`src/rtl/avl_mm_arbiter_2x1.sv`:
```
// -----------------------------------------------------------------------------
// avl_mm_arbiter_2x1
//
// Two-requester Avalon-MM arbiter in front of a single slave.
//
// Command path: a three-state FSM (IDLE / GRANT / WBURST) picks one owner with
// round-robin fairness. While an owner holds the grant, its command signals
// drive the slave combinationally. Write bursts keep the grant until the last
// beat. mN_lock keeps the grant across commands.
//
// Read return path: every accepted read pushes {requester id, beat count} into
// a small routing FIFO. Returning beats are steered to the requester at the
// FIFO head with zero latency. This is independent of the command FSM, so both
// requesters may have reads outstanding at once.
//
// Parameters
//   ADDR_WIDTH   address width of every address port
//   DATA_WIDTH   data width of every data port
//   MAX_PENDING  read-routing FIFO depth (2..16)
//
// Ports
//   clk, reset_n                          clock, synchronous active-low reset
//   mN_address/write/read/burstcount/
//   beginbursttransfer/lock/writedata     requester N command inputs
//   mN_readdata/readdatavalid/response    read return to requester N
//   mN_waitrequest_n                      command accepted from requester N
//   avl_address/write/read/burstcount/
//   beginbursttransfer/lock/writedata     command outputs to the slave
//   avl_readdata/readdatavalid/response   read return from the slave
//   avl_waitrequest_n                     slave ready
// -----------------------------------------------------------------------------
module avl_mm_arbiter_2x1 #(
  parameter int ADDR_WIDTH  = 32,
  parameter int DATA_WIDTH  = 32,
  parameter int MAX_PENDING = 4
) (
  input  logic                  clk,
  input  logic                  reset_n,

  // requester 0
  input  logic [ADDR_WIDTH-1:0] m0_address,
  input  logic                  m0_write,
  input  logic                  m0_read,
  input  logic [11:0]           m0_burstcount,
  input  logic                  m0_beginbursttransfer,
  input  logic                  m0_lock,
  input  logic [DATA_WIDTH-1:0] m0_writedata,
  output logic [DATA_WIDTH-1:0] m0_readdata,
  output logic                  m0_readdatavalid,
  output logic                  m0_waitrequest_n,
  output logic [1:0]            m0_response,

  // requester 1
  input  logic [ADDR_WIDTH-1:0] m1_address,
  input  logic                  m1_write,
  input  logic                  m1_read,
  input  logic [11:0]           m1_burstcount,
  input  logic                  m1_beginbursttransfer,
  input  logic                  m1_lock,
  input  logic [DATA_WIDTH-1:0] m1_writedata,
  output logic [DATA_WIDTH-1:0] m1_readdata,
  output logic                  m1_readdatavalid,
  output logic                  m1_waitrequest_n,
  output logic [1:0]            m1_response,

  // slave
  output logic [ADDR_WIDTH-1:0] avl_address,
  output logic                  avl_write,
  output logic                  avl_read,
  output logic [11:0]           avl_burstcount,
  output logic                  avl_beginbursttransfer,
  output logic                  avl_lock,
  output logic [DATA_WIDTH-1:0] avl_writedata,
  input  logic [DATA_WIDTH-1:0] avl_readdata,
  input  logic                  avl_readdatavalid,
  input  logic                  avl_waitrequest_n,
  input  logic [1:0]            avl_response
);

  localparam int PTR_W = $clog2(MAX_PENDING);
  localparam int CNT_W = $clog2(MAX_PENDING + 1);
  localparam logic [PTR_W-1:0] PTR_LAST = PTR_W'(MAX_PENDING - 1);
  localparam logic [CNT_W-1:0] CNT_FULL = CNT_W'(MAX_PENDING);

  typedef enum logic [1:0] {
    ST_IDLE   = 2'd0,
    ST_GRANT  = 2'd1,
    ST_WBURST = 2'd2
  } state_e;

  // ---------------------------------------------------------------------------
  // State
  // ---------------------------------------------------------------------------
  state_e      state_q;
  logic        owner_q;      // requester currently holding the grant
  logic        last_q;       // requester granted most recently
  logic [11:0] beats_q;      // remaining write-burst beats after the first

  logic                  fid_q  [MAX_PENDING];
  logic [11:0]           fcnt_q [MAX_PENDING];
  logic [PTR_W-1:0]      wr_ptr_q, rd_ptr_q;
  logic [CNT_W-1:0]      count_q;
  logic                  error_q;  // sticky: read beat arrived with nothing outstanding

  // ---------------------------------------------------------------------------
  // Arbitration
  // ---------------------------------------------------------------------------
  logic req0, req1, win_id;

  assign req0 = m0_read | m0_write;
  assign req1 = m1_read | m1_write;
  // On contention the requester not granted last wins; otherwise the lone one.
  assign win_id = (req0 && req1) ? ~last_q : req1;

  // ---------------------------------------------------------------------------
  // Owner command mux
  // ---------------------------------------------------------------------------
  logic [ADDR_WIDTH-1:0] own_address;
  logic                  own_write, own_read, own_bbt, own_lock;
  logic [11:0]           own_burst;
  logic [DATA_WIDTH-1:0] own_writedata;

  // NOTE: every signal written in always_comb gets a default first, so no path
  // leaves it unassigned and no latch is inferred.
  always_comb begin
    own_address   = m0_address;
    own_write     = m0_write;
    own_read      = m0_read;
    own_burst     = m0_burstcount;
    own_bbt       = m0_beginbursttransfer;
    own_lock      = m0_lock;
    own_writedata = m0_writedata;
    if (owner_q) begin
      own_address   = m1_address;
      own_write     = m1_write;
      own_read      = m1_read;
      own_burst     = m1_burstcount;
      own_bbt       = m1_beginbursttransfer;
      own_lock      = m1_lock;
      own_writedata = m1_writedata;
    end
  end

  // ---------------------------------------------------------------------------
  // Command outputs
  // ---------------------------------------------------------------------------
  logic granted, fifo_full, fifo_empty, read_block, own_wrn;
  logic rd_acc, wr_acc;

  // Gating with reset_n keeps every output quiet while reset is held, even
  // before the first reset edge has cleared the state.
  assign granted    = reset_n && (state_q != ST_IDLE);
  assign fifo_full  = (count_q == CNT_FULL);
  assign fifo_empty = (count_q == '0);
  // A read cannot be issued when there is no room to remember where it goes.
  assign read_block = own_read & fifo_full;
  assign own_wrn    = granted & avl_waitrequest_n & ~read_block;

  always_comb begin
    avl_address            = '0;
    avl_write              = 1'b0;
    avl_read               = 1'b0;
    avl_burstcount         = '0;
    avl_beginbursttransfer = 1'b0;
    avl_lock               = 1'b0;
    avl_writedata          = '0;
    if (granted) begin
      avl_address            = own_address;
      avl_write              = own_write;
      avl_read               = own_read & ~fifo_full;
      avl_burstcount         = own_burst;
      avl_beginbursttransfer = own_bbt;
      avl_lock               = own_lock;
      avl_writedata          = own_writedata;
    end
  end

  assign m0_waitrequest_n = own_wrn & ~owner_q;
  assign m1_waitrequest_n = own_wrn &  owner_q;

  assign rd_acc = avl_read  & avl_waitrequest_n;
  assign wr_acc = avl_write & avl_waitrequest_n;

  // ---------------------------------------------------------------------------
  // Command FSM
  // ---------------------------------------------------------------------------
  // NOTE: sequential state is updated with non-blocking assignments so every
  // register samples pre-edge values regardless of statement order.
  always_ff @(posedge clk) begin
    if (!reset_n) begin
      state_q <= ST_IDLE;
      owner_q <= 1'b0;
      last_q  <= 1'b1;          // requester 0 wins the first contention
      beats_q <= '0;
    end else begin
      case (state_q)
        ST_IDLE: begin
          if (req0 || req1) begin
            owner_q <= win_id;
            last_q  <= win_id;
            state_q <= ST_GRANT;
          end
        end

        ST_GRANT: begin
          if (wr_acc && (own_burst > 12'd1)) begin
            beats_q <= own_burst - 12'd1;
            state_q <= ST_WBURST;
          end else if (rd_acc || wr_acc) begin
            if (!own_lock) state_q <= ST_IDLE;
          end else if (!own_lock && !own_read && !own_write) begin
            // Owner went quiet without holding a lock: release the grant.
            state_q <= ST_IDLE;
          end
        end

        ST_WBURST: begin
          if (wr_acc) begin
            beats_q <= beats_q - 12'd1;
            if (beats_q == 12'd1) state_q <= own_lock ? ST_GRANT : ST_IDLE;
          end
        end

        default: state_q <= ST_IDLE;
      endcase
    end
  end

  // ---------------------------------------------------------------------------
  // Read-routing FIFO
  // ---------------------------------------------------------------------------
  logic        push, beat, pop, head_id;
  logic [11:0] push_cnt;

  assign push     = rd_acc;
  // A zero burstcount is a single-beat read.
  assign push_cnt = (own_burst == 12'd0) ? 12'd1 : own_burst;
  assign head_id  = fid_q[rd_ptr_q];
  // Beats with nothing outstanding are dropped.
  assign beat     = reset_n & avl_readdatavalid & ~fifo_empty;
  assign pop      = beat & (fcnt_q[rd_ptr_q] == 12'd1);

  // NOTE: the FIFO storage carries no reset; only pointers and occupancy do,
  // and an entry is never read before it has been written.
  // Push and the head update never hit the same slot: a shared slot means the
  // FIFO is empty (no beat) or full (no push).
  always_ff @(posedge clk) begin
    if (push) begin
      fid_q[wr_ptr_q]  <= owner_q;
      fcnt_q[wr_ptr_q] <= push_cnt;
    end
    if (beat && !pop) fcnt_q[rd_ptr_q] <= fcnt_q[rd_ptr_q] - 12'd1;
  end

  always_ff @(posedge clk) begin
    if (!reset_n) begin
      wr_ptr_q <= '0;
      rd_ptr_q <= '0;
      count_q  <= '0;
      error_q  <= 1'b0;
    end else begin
      if (push) wr_ptr_q <= (wr_ptr_q == PTR_LAST) ? '0 : wr_ptr_q + 1'b1;
      if (pop)  rd_ptr_q <= (rd_ptr_q == PTR_LAST) ? '0 : rd_ptr_q + 1'b1;
      case ({push, pop})
        2'b10:   count_q <= count_q + 1'b1;
        2'b01:   count_q <= count_q - 1'b1;
        default: count_q <= count_q;     // idle, or push and pop cancel
      endcase
      if (avl_readdatavalid && fifo_empty) error_q <= 1'b1;
    end
  end

  // ---------------------------------------------------------------------------
  // Read return steering
  // ---------------------------------------------------------------------------
  assign m0_readdatavalid = beat & ~head_id;
  assign m1_readdatavalid = beat &  head_id;
  assign m0_readdata      = m0_readdatavalid ? avl_readdata : '0;
  assign m1_readdata      = m1_readdatavalid ? avl_readdata : '0;
  assign m0_response      = m0_readdatavalid ? avl_response : 2'b00;
  assign m1_response      = m1_readdatavalid ? avl_response : 2'b00;

endmodule
```
`config.mk`:
```
export PLATFORM = sky130hd
export DESIGN_NAME = avl_mm_arbiter_2x1
export DESIGN_NICKNAME = d
export VERILOG_FILES = /design/src/rtl/avl_mm_arbiter_2x1.sv
export SDC_FILE = /design/constraint.sdc
export NUM_CORES = 1
export LEC_CHECK = 0
export ABC_CLOCK_PERIOD_IN_PS = 4830
export CORE_AREA = 2 2 136 138
export CTS_BUF_LIST = sky130_fd_sc_hd__clkbuf_8
export DETAILED_ROUTE_END_ITERATION = 7
export DIE_AREA = 0 0 138 140
export MAX_ROUTING_LAYER = met4
export PLACE_DENSITY = 0.72
export SLEW_MARGIN = 10
export SYNTH_ARGS = -nofsm -noshare
export SYNTH_HDL_FRONTEND = slang
export SYNTH_SLANG_ARGS = --single-unit
```
`constraint.sdc`:
```
create_clock -name clk -period 4.83 [get_ports clk]
set_input_delay 0.966 -clock clk [delete_from_list [all_inputs] [get_ports clk]]
set_output_delay 0.966 -clock clk [all_outputs]
set_load 0.02 [all_outputs]
```
Yosys cells after proc, flatten, opt, wreduce, memory -nomap -nowiden
Memory sizes are Yosys's and may differ from the RTL's. A register that Yosys moved wholly into a read port is not among the register bits.
Cells that the tools add are included.
{ "word_totals": {"reg_bits": 23, "latch_bits": 0, "ramBits": 52, "mem_bits_ro": 0, "input_bits": 198, "out_inout_bits": 152, "memories": 2} }
{ "mem_list": {"columns": ["memory", "words", "width", "read_ports", "rd_clocked_by_memory_dff", "wr", "line", "rtl"], "rows": [
  ["fcnt_q", 4, 12, 1, 1, 2, "100", "logic [11:0] fcnt_q [MAX_PENDING];"],
  ["fid_q", 4, 1, 1, 1, 1, "99", "logic fid_q [MAX_PENDING];"]
]} }
{ "op_classes": {"add_sub_neg": 7, "multipliers": 0, "div": 0, "n_lt_le_gt_ge": 1, "eq_ne": 15, "shift": 0, "n_mux": 43, "n_bitwise": 21, "reduce_logical": 21} }
{ "op_table": {"columns": ["operator", "n"], "rows": [
  ["32-bit 2-to-1 mux", 6],
  ["12-bit 2-to-1 mux", 5],
  ["12-bit by 1-bit subtractor with 12-bit output, second input constant", 3],
  ["2-bit 2-to-1 mux", 15],
  ["12-bit by 1-bit equality test with 1-bit output, second input constant", 2],
  ["12-bit case mux with 2 select lines", 1],
  ["1-bit 2-to-1 mux", 14],
  ["1-bit bitwise AND", 13],
  ["12-bit by 1-bit greater-than comparator with 1-bit output, second input constant", 1],
  ["12-bit logical NOT", 1],
  ["2-bit equality test, second input constant", 4],
  ["2-bit inequality test, second input constant", 4],
  ["4-bit inequality test, second input constant", 2],
  ["1-bit logical AND", 6],
  ["1-bit NOT", 6],
  ["2-bit case mux with 3 select lines", 1],
  ["3-bit case mux with 2 select lines", 1],
  ["2-bit nonzero test", 3],
  ["5-bit AND reduction", 1],
  ["2-bit by 1-bit adder with 2-bit output, second input constant", 2],
  ["2-bit by 1-bit equality test with 1-bit output, second input constant", 2],
  ["1-bit logical NOT", 4],
  ["3-bit by 1-bit adder with 3-bit output, second input constant", 1],
  ["3-bit equality test, second input constant", 1],
  ["other kinds (7)", 9]
]} }

Logic depth before layout (Yosys ltp)
Gate-level depths: netlist (run 1).
{ "logic_depth": {"word_depth": 9, "mapped_depth": 15, "ltp_nobuf": 12} }

Least setup slack after synthesis (run 1)
No wires, ideal clock.
{ "synth_path": {"path_type": "reg2reg", "start": "register with a tool-made name", "end": "register count_q[2]", "setup_time_ns": 0.071, "arrival_time_ns": 3.315, "required_time_ns": 4.759, "path_slack_ns": 1.444, "stages_incl_launch_ff": 15, "path_buffers": 2, "synth_period_minus_slack_ns": 3.386, "cell_sequence": "dfxtp_1 > buf_1 > mux4_2 > or3_4 > nor3_4 > and4_1 > buf_4 > nand2_1 > inv_1 > ha_1 > inv_1 > fa_1 > xor2_1 > or3_1 > a21oi_1"} }
{ "synth_rtl": {"columns": ["element", "line", "rtl"], "rows": [
  ["end signal, assigned", "265", "2'b10: count_q <= count_q + 1'b1;"],
  ["end signal, assigned", "266", "2'b01: count_q <= count_q - 1'b1;"],
  ["end signal, assigned", "267", "default: count_q <= count_q;"],
  ["end, declared", "102", "logic [CNT_W-1:0] count_q;"]
]} }

==> impl_metrics.csv, run 1 <==
group,metric,value,unit
power,netSwitchingPower,534,µW
power,p_per_area,175,nW/µm²
die,core-area,17800,µm²
global_routing,grt_pass1_vias,6315,
global_routing,antenna_found_initial,0,
yosys,synthCells,670,
die,rows,49,
power,pwr-share-clk,24.0,%
worst_setup_path,r2r_cells,12,
clock_network,cts_hold_buffers,0,
sta,tightest_slew,1.19,ns
worst_setup_path,reg2reg_to,"count_q[2]",
clock_network,cts_resized,0,
yosys,synth_seq_cells,77,
power,p_leak,3.83,nW
placement,hpwl,17900,µm
sta,rsz0062_at_grt,"false",
clock_network,cts_num_sinks,77,
worst_setup_path,path_buf_inv,2,
run,maxCapViolations,0,
finish,layout-drive-gt1-share,5.65,%
yosys,yosysSeqAreaShare,33.3,%
finish,nets,1218,
clock_network,clockBufferDepth,2,
routing,drt-total-wl,22700,µm
routing,avgViaCountPerCell,5.04,
finish,diodes,0,
sta,setup_viol,0,
worst_setup_path,cp_data_arrival_time,3.33,ns
sta,fmax,0.233,GHz
power,irDropWorstVdd,0.148,mV
routing,drt_iter0_drc,464,
power,seq_power_share,42.5,%
yosys,synthXorXnorAreaFrac,2.83,%
finish,final_common_cell,"clkdlybuf4s50_1",
run_status,status,"complete, no violations",
worst_setup_path,r2r_slack,0.91,ns
worst_setup_path,path_class,"flip-flop to output port",
die,die_w,138,µm
yosys,synth.distinct_cells,60,
routing,wl_per_cell,18.4,µm
sta,fin_crit_sh,89.0,%
clock_network,ctsHtreeMaxLevel,3,
power,combPwrFrac,33.6,%
placement,dp_cells,1220,
worst_setup_path,slowest_delay,0.87,ns
worst_setup_path,cpMaxStageDelayCell,"mux4_2",
global_routing,grt.total_usage,23.4,%
hold_path,hp-start,"beats_q[1]",
clock_network,cts_buffers,9,
die,dieArea,19300,µm²
yosys,syn_area,6190,µm²
yosys,synth_top_family_by_area,"multiplexers",
clock_network,cts_tree,"yes",
sta,layout_min_cycle_time,4.30,ns
routing,dr_total_vias,6233,
placement,place_area,9910,µm²
sta,tns,0,ns
yosys,async_flop_share,0,%
placement,place_congestion,0.876,
worst_setup_path,required,3.86,ns
finish,fin_cells,1237,
clock_network,clock_latency,0.34,ns
global_routing,overflow,0,
worst_setup_path,crit_path_start_kind,"flip-flop",
die,initial_core_util,34.8,%
yosys,synth-simple-area-share,22.2,%
hold_path,hp-class,"flip-flop to flip-flop",
hold_path,hold_depth,2,
yosys,yosysWarningCount,0,
routing,drt-pass1-iter-count,5,
hold_path,holdPathEnd,"beats_q[1]",
routing,drc_errors,0,
global_routing,grt_max_degree,79,
clock_network,path_clk_slew,0.08,ns
die,pin_count,350,
worst_setup_path,end_kind,"output port",
yosys,synthMuxAreaShare,24.5,%
sta,finalClockSkew,0.0113,ns
sta,max_slew_margin,20.8,%
yosys,synth-compound-area-share,9.03,%
worst_setup_path,crit_family,"buffers and inverters",
clock_network,postCtsSetupBuffers,0,
power,switching_share,30.2,%
yosys,synthFlopType,"edfxtp_1",
worst_setup_path,worstPathMaxFanout,36,
finish,area_delta_synth_final,63.0,%
global_routing,grt_pass1_wl,35200,µm
yosys,syn_nets,885,
routing,antenna_left,0,
placement,io_buffer_count,349,
sta,final_max_slew_viol_count,0,
finish,final_cell_area,10100,µm²
clock_network,cts_root_buffer,"clkbuf_8",
worst_setup_path,crit_chain,"mux4_2 -> nor2b_1 -> buf_4 -> and2_1 -> clkdlybuf4s50_1",
finish,final_cell_mix,"349 x clkdlybuf4s50_1, 121 x mux2i_1, 111 x nor2_1, 52 x edfxtp_1, 40 x and2_1",
yosys,synth_edf_count,52,
sta,hold_viol,0,
die,die_y,140,µm
yosys,synth_fa_ha_area_share,3.56,%
yosys,synth_area_per_cell,9.24,µm²
power,intPower,1.23,mW
-- worst register-to-register path, stage by stage (launching register included) --
cell	delay (ns)
dfxtp_1	0.83
mux4_2	0.67
or3_1	0.48
nor3_4	0.20
and4_1	0.28
nand2_1	0.12
inv_1	0.09
ha_1	0.17
inv_1	0.06
fa_1	0.37
xor2_1	0.15
or3_1	0.30
a21oi_1	0.13
-- Yosys cell counts (6+ instances only) --
master | number | share of area, %
mux2i_1 | 121 | 20
nor2_1 | 111 | 6.7
edfxtp_1 | 52 | 25
and2_1 | 40 | 4.0
and3_1 | 37 | 3.7
clkbuf_1 | 28 | 1.7
nand2_1 | 28 | 1.7
dfxtp_1 | 25 | 8.1
o21ai_0 | 24 | 1.9
inv_1 | 19 | 1.2
ha_1 | 16 | 3.2
nor3_1 | 13 | 1.1
mux4_2 | 12 | 4.4
a21oi_1 | 11 | 0.89
xnor2_1 | 11 | 1.6
nand3_1 | 10 | 0.81
xor2_1 | 9 | 1.3
a32o_1 | 7 | 1.1
buf_1 | 6 | 0.36
nor3b_1 | 6 | 0.73
-- sequential cells by signal, summed over array words and instances (netlist names), named ones only --
register / cells
beats_q: 12
count_q: 3
owner_q: 1
last_q: 1
state_q: 2
wr_ptr_q: 2
rd_ptr_q: 2
fcnt_q: 48
fid_q: 4
-- worst max-delay path by stage --
| stage | from | to | slack (ns) | cells past startpoint |
|---|---|---|---|---|
| finish | flip-flop | m0_readdata[1] | 0.53 | 5 |
| CTS | flip-flop | m0_readdata[1] | 0.47 | 5 |
| detailed placement | reset_n | avl_address[2] | 0.77 | 5 |
| global placement | reset_n | avl_writedata[20] | 0.82 | 5 |
| global route | flip-flop | m0_readdata[16] | 0.27 | 5 |
| floorplan | flip-flop | count_q[2] | 1.44 | 14 |
-- per-stage QoR --
step | setup slack, ns | total power, mW | utilization [%] | hold slack (ns)
3_3_place_gp | 0.817 | 1.35 | 55.7 | 0.471
2_1_floorplan | 1.44 | 1.02 | - | 0.459
3_5_place_dp | 0.769 | 1.35 | 55.7 | 0.477
4_1_cts | 0.471 | 1.77 | 56.7 | 0.490
6_report | 0.531 | 1.76 | 56.8 | 0.493
5_1_grt | 0.267 | 1.85 | 56.8 | 0.517
-- layer usage --
| layer | vias up | routed length, µm | GRT usage [%] |
|---|---|---|---|
| met2 | 192 | 11700 | 40.8 |
| met4 | 0 | 199 | 3.65 |
| met5 | - | 0 | - |
| met1 | 2940 | 9820 | 29.5 |
| met3 | 14 | 989 | 3.56 |
| li1 | 3087 | - | - |
-- power groups by stage --
stage | clock network, mW | registers, mW | logic (mW)
after floorplan | 0 | 0.739 | 0.286
after global placement | 0 | 0.764 | 0.582
after detailed placement | 0 | 0.765 | 0.586
after CTS | 0.432 | 0.750 | 0.590
after global routing | 0.461 | 0.753 | 0.635
final | 0.423 | 0.749 | 0.592
-- area by class of cell --
cell class,count,area (µm²)
multi-input cells,528,3860
clock inverters,7,43.8
flip-flops and latches,77,2070
clock buffers,9,124
inverters,19,71.3
repair buffers,368,3650
well taps,229,287
fillers,1628,7680
-- cells by family (layout without fill, tap and decap cells) --
kind of cell / after synthesis / count (layout)
AO/OA/AOI/OAI: 81 / 81
XOR/XNOR: 20 / 20
adder cells (fa/ha/maj): 17 / 17
buffers and inverters: 65 / 403
flip-flops: 77 / 77
multiplexers: 136 / 136
AND/OR/NAND/NOR: 274 / 274
Power figures use the tool's default switching activity.
==> inputs of run 2 (changes only) <==
--- a/config.mk
+++ b/config.mk
@@ -8,6 +8,7 @@
 export ABC_CLOCK_PERIOD_IN_PS = 4830
 export CORE_AREA = 2 2 136 138
 export CTS_BUF_LIST = sky130_fd_sc_hd__clkbuf_8
+export CTS_CLUSTER_SIZE = 8
 export DETAILED_ROUTE_END_ITERATION = 7
 export DIE_AREA = 0 0 138 140
 export MAX_ROUTING_LAYER = met4
==> results of run 2 <==
The final DEF is identical to that of run 1; final timing and power are the same.
==> inputs of run 3 (changes only) <==
--- a/config.mk
+++ b/config.mk
@@ -11,6 +11,7 @@
 export CTS_CLUSTER_SIZE = 8
 export DETAILED_ROUTE_END_ITERATION = 7
 export DIE_AREA = 0 0 138 140
+export GPL_TIMING_DRIVEN = 0
 export MAX_ROUTING_LAYER = met4
 export PLACE_DENSITY = 0.72
 export SLEW_MARGIN = 10
==> impl_metrics.csv, run 3 (synthesis results as in run 1) <==
group,metric,value,unit
power,combPwrFrac,32.1,%
routing,drc_errors,0,
worst_setup_path,crit_path_start_kind,"input pin",
sta,rsz0062_at_grt,"false",
worst_setup_path,worstPathMaxFanout,10,
placement,place_ws,0.226,ns
worst_setup_path,required,3.86,ns
routing,drt-pass1-iter-count,5,
die,dieArea,19300,µm²
routing,avgViaCountPerCell,5.08,
placement,dp_cells,1248,
finish,top_register,"fcnt_q",
power,netSwitchingPower,565,µW
worst_setup_path,end_kind,"output port",
sta,fmax,0.220,GHz
worst_setup_path,cp_data_arrival_time,3.58,ns
die,core-area,17800,µm²
finish,fin_util,57.3,%
clock_network,cts_hold_buffers,0,
routing,antenna_left,0,
power,power.total,1.90,mW
routing,wl_met3,1010,µm
global_routing,grt_max_degree,20,
sta,tightest_slew,1.05,ns
global_routing,grt.total_usage,24.1,%
run_status,status,"complete, no violations",
worst_setup_path,cpMaxStageDelayCell,"clkdlybuf4s50_1",
finish,top_regs,"fcnt_q x48, beats_q x12, fid_q x4",
placement,place_congestion,0.922,
sta,hold_ws,0.501,ns
die,die_w,138,µm
global_routing,antenna_found_initial,1,
clock_network,cts_root_buffer,"clkbuf_8",
sta,final_max_slew_viol_count,0,
finish,largest_register_ffs,48,
clock_network,cts_num_sinks,77,
clock_network,cts_tree,"yes",
finish,final_common_cell,"clkdlybuf4s50_1",
routing,met2_wirelength,12300,µm
hold_path,hp-class,"flip-flop to flip-flop",
finish,final_cell_mix,"349 x clkdlybuf4s50_1, 121 x mux2i_1, 111 x nor2_1, 52 x edfxtp_1, 40 x and2_1",
sta,setup_viol,0,
worst_setup_path,crit_chain,"clkdlybuf4s50_1 -> o311a_1 -> nor2b_1 -> clkbuf_1 -> and2_1 -> clkdlybuf4s50_1",
finish,layout-drive-gt1-share,4.84,%
sta,finalClockSkew,0.00880,ns
worst_setup_path,slowest_delay,0.63,ns
sta,layout_min_cycle_time,4.55,ns
global_routing,overflow,0,
sta,max_slew_margin,28.3,%
run,maxCapViolations,0,
die,pin_count,350,
clock_network,cts_buffers,9,
routing,met1_length,10100,µm
global_routing,grt_pass1_vias,6454,
placement,io_buffer_count,349,
clock_network,clockBufferDepth,2,
power,switching_share,29.7,%
routing,wl_per_cell,18.8,µm
global_routing,grt_pass1_wl,35800,µm
routing,drt-total-wl,23700,µm
clock_network,ctsHtreeMaxLevel,3,
sta,hold_viol,0,
sta,fin_crit_sh,94.2,%
power,p_per_area,186,nW/µm²
worst_setup_path,path_class,"input pin to output port",
routing,drt_iter0_drc,536,
finish,fin_cells,1264,
finish,final_cell_area,10200,µm²
finish,area_delta_synth_final,64.6,%
clock_network,clock_latency,0.37,ns
routing,dr_total_vias,6417,
sta,tns,0,ns
die,die_y,140,µm
power,p_leak,3.86,nW
sta,worst_slack,0.281,ns
power,intPower,1.33,mW
die,initial_core_util,34.8,%
clock_network,path_clk_slew,0.09,ns
placement,place_area,9970,µm²
die,rows,49,
power,irDropWorstVdd,0.157,mV
worst_setup_path,cpMostUsedCell,"clkdlybuf4s50_1",
placement,hpwl,18900,µm
finish,nets,1244,
power,seq_power_share,38.2,%
routing,top_layer_used,"met4",
power,pwr-share-clk,29.6,%
run 3: cell types whose count changed in the layout (fill, tap and decap cells not counted), sizes merged:
cell      change
buf           -3
bufinv        +2
clkbuf       +29
clkinv        +1
clkinvlp      -3
diode         +1
run 3: final timing paths:
check | slack, ns | start | endpoint | depth (start not counted)
worst min register to register | 0.50 | beats_q[5] | beats_q[5] | 2
worst max register to register | 0.88 | owner_q | beats_q[2] | 11
worst max-delay path | 0.28 | reset_n | m0_readdata[16] | 6
worst min-delay path | 0.50 | beats_q[5] | beats_q[5] | 2
run 3: power groups by stage:
stage                     Combinational [mW]  Clock [mW]  Sequential [mW]
final                                  0.610       0.563            0.726
after global placement                 0.603           0            0.741
after floorplan                        0.286           0            0.739
after detailed placement               0.606           0            0.741
after CTS                              0.610       0.562            0.726
after global routing                   0.657       0.586            0.728
run 3: final cells by class:
type	count	area, µm²
antenna	1	2.50
buffer	45	210
clock buffer	9	124
clock inverter	7	98.8
fill	1572	7580
inverter	19	71.3
multi-input combinational	528	3850
sequential	77	2060
tap	229	287
timing repair buffer	349	3490
run 3: per-layer routing:
layer / global-route usage (%) / up-vias
met2: 42.4 / 225
li1: - / 3149
met3: 3.86 / 28
met5: - / -
met4: 4.62 / 0
met1: 29.4 / 3015
run 3: critical path: cells and delay by family:
family                 cells  cell delay (ns)
AOI/OAI and AO/OA          1             0.34
buffers and inverters      3             1.53
and+or+nand+nor            2             0.75
run 3: timing repair:
item | 4_1_cts | 5_1_grt
endpoints found under the setup margin | 20 | 1
setup buffers | 0 | 0
gates resized for setup | 0 | 1
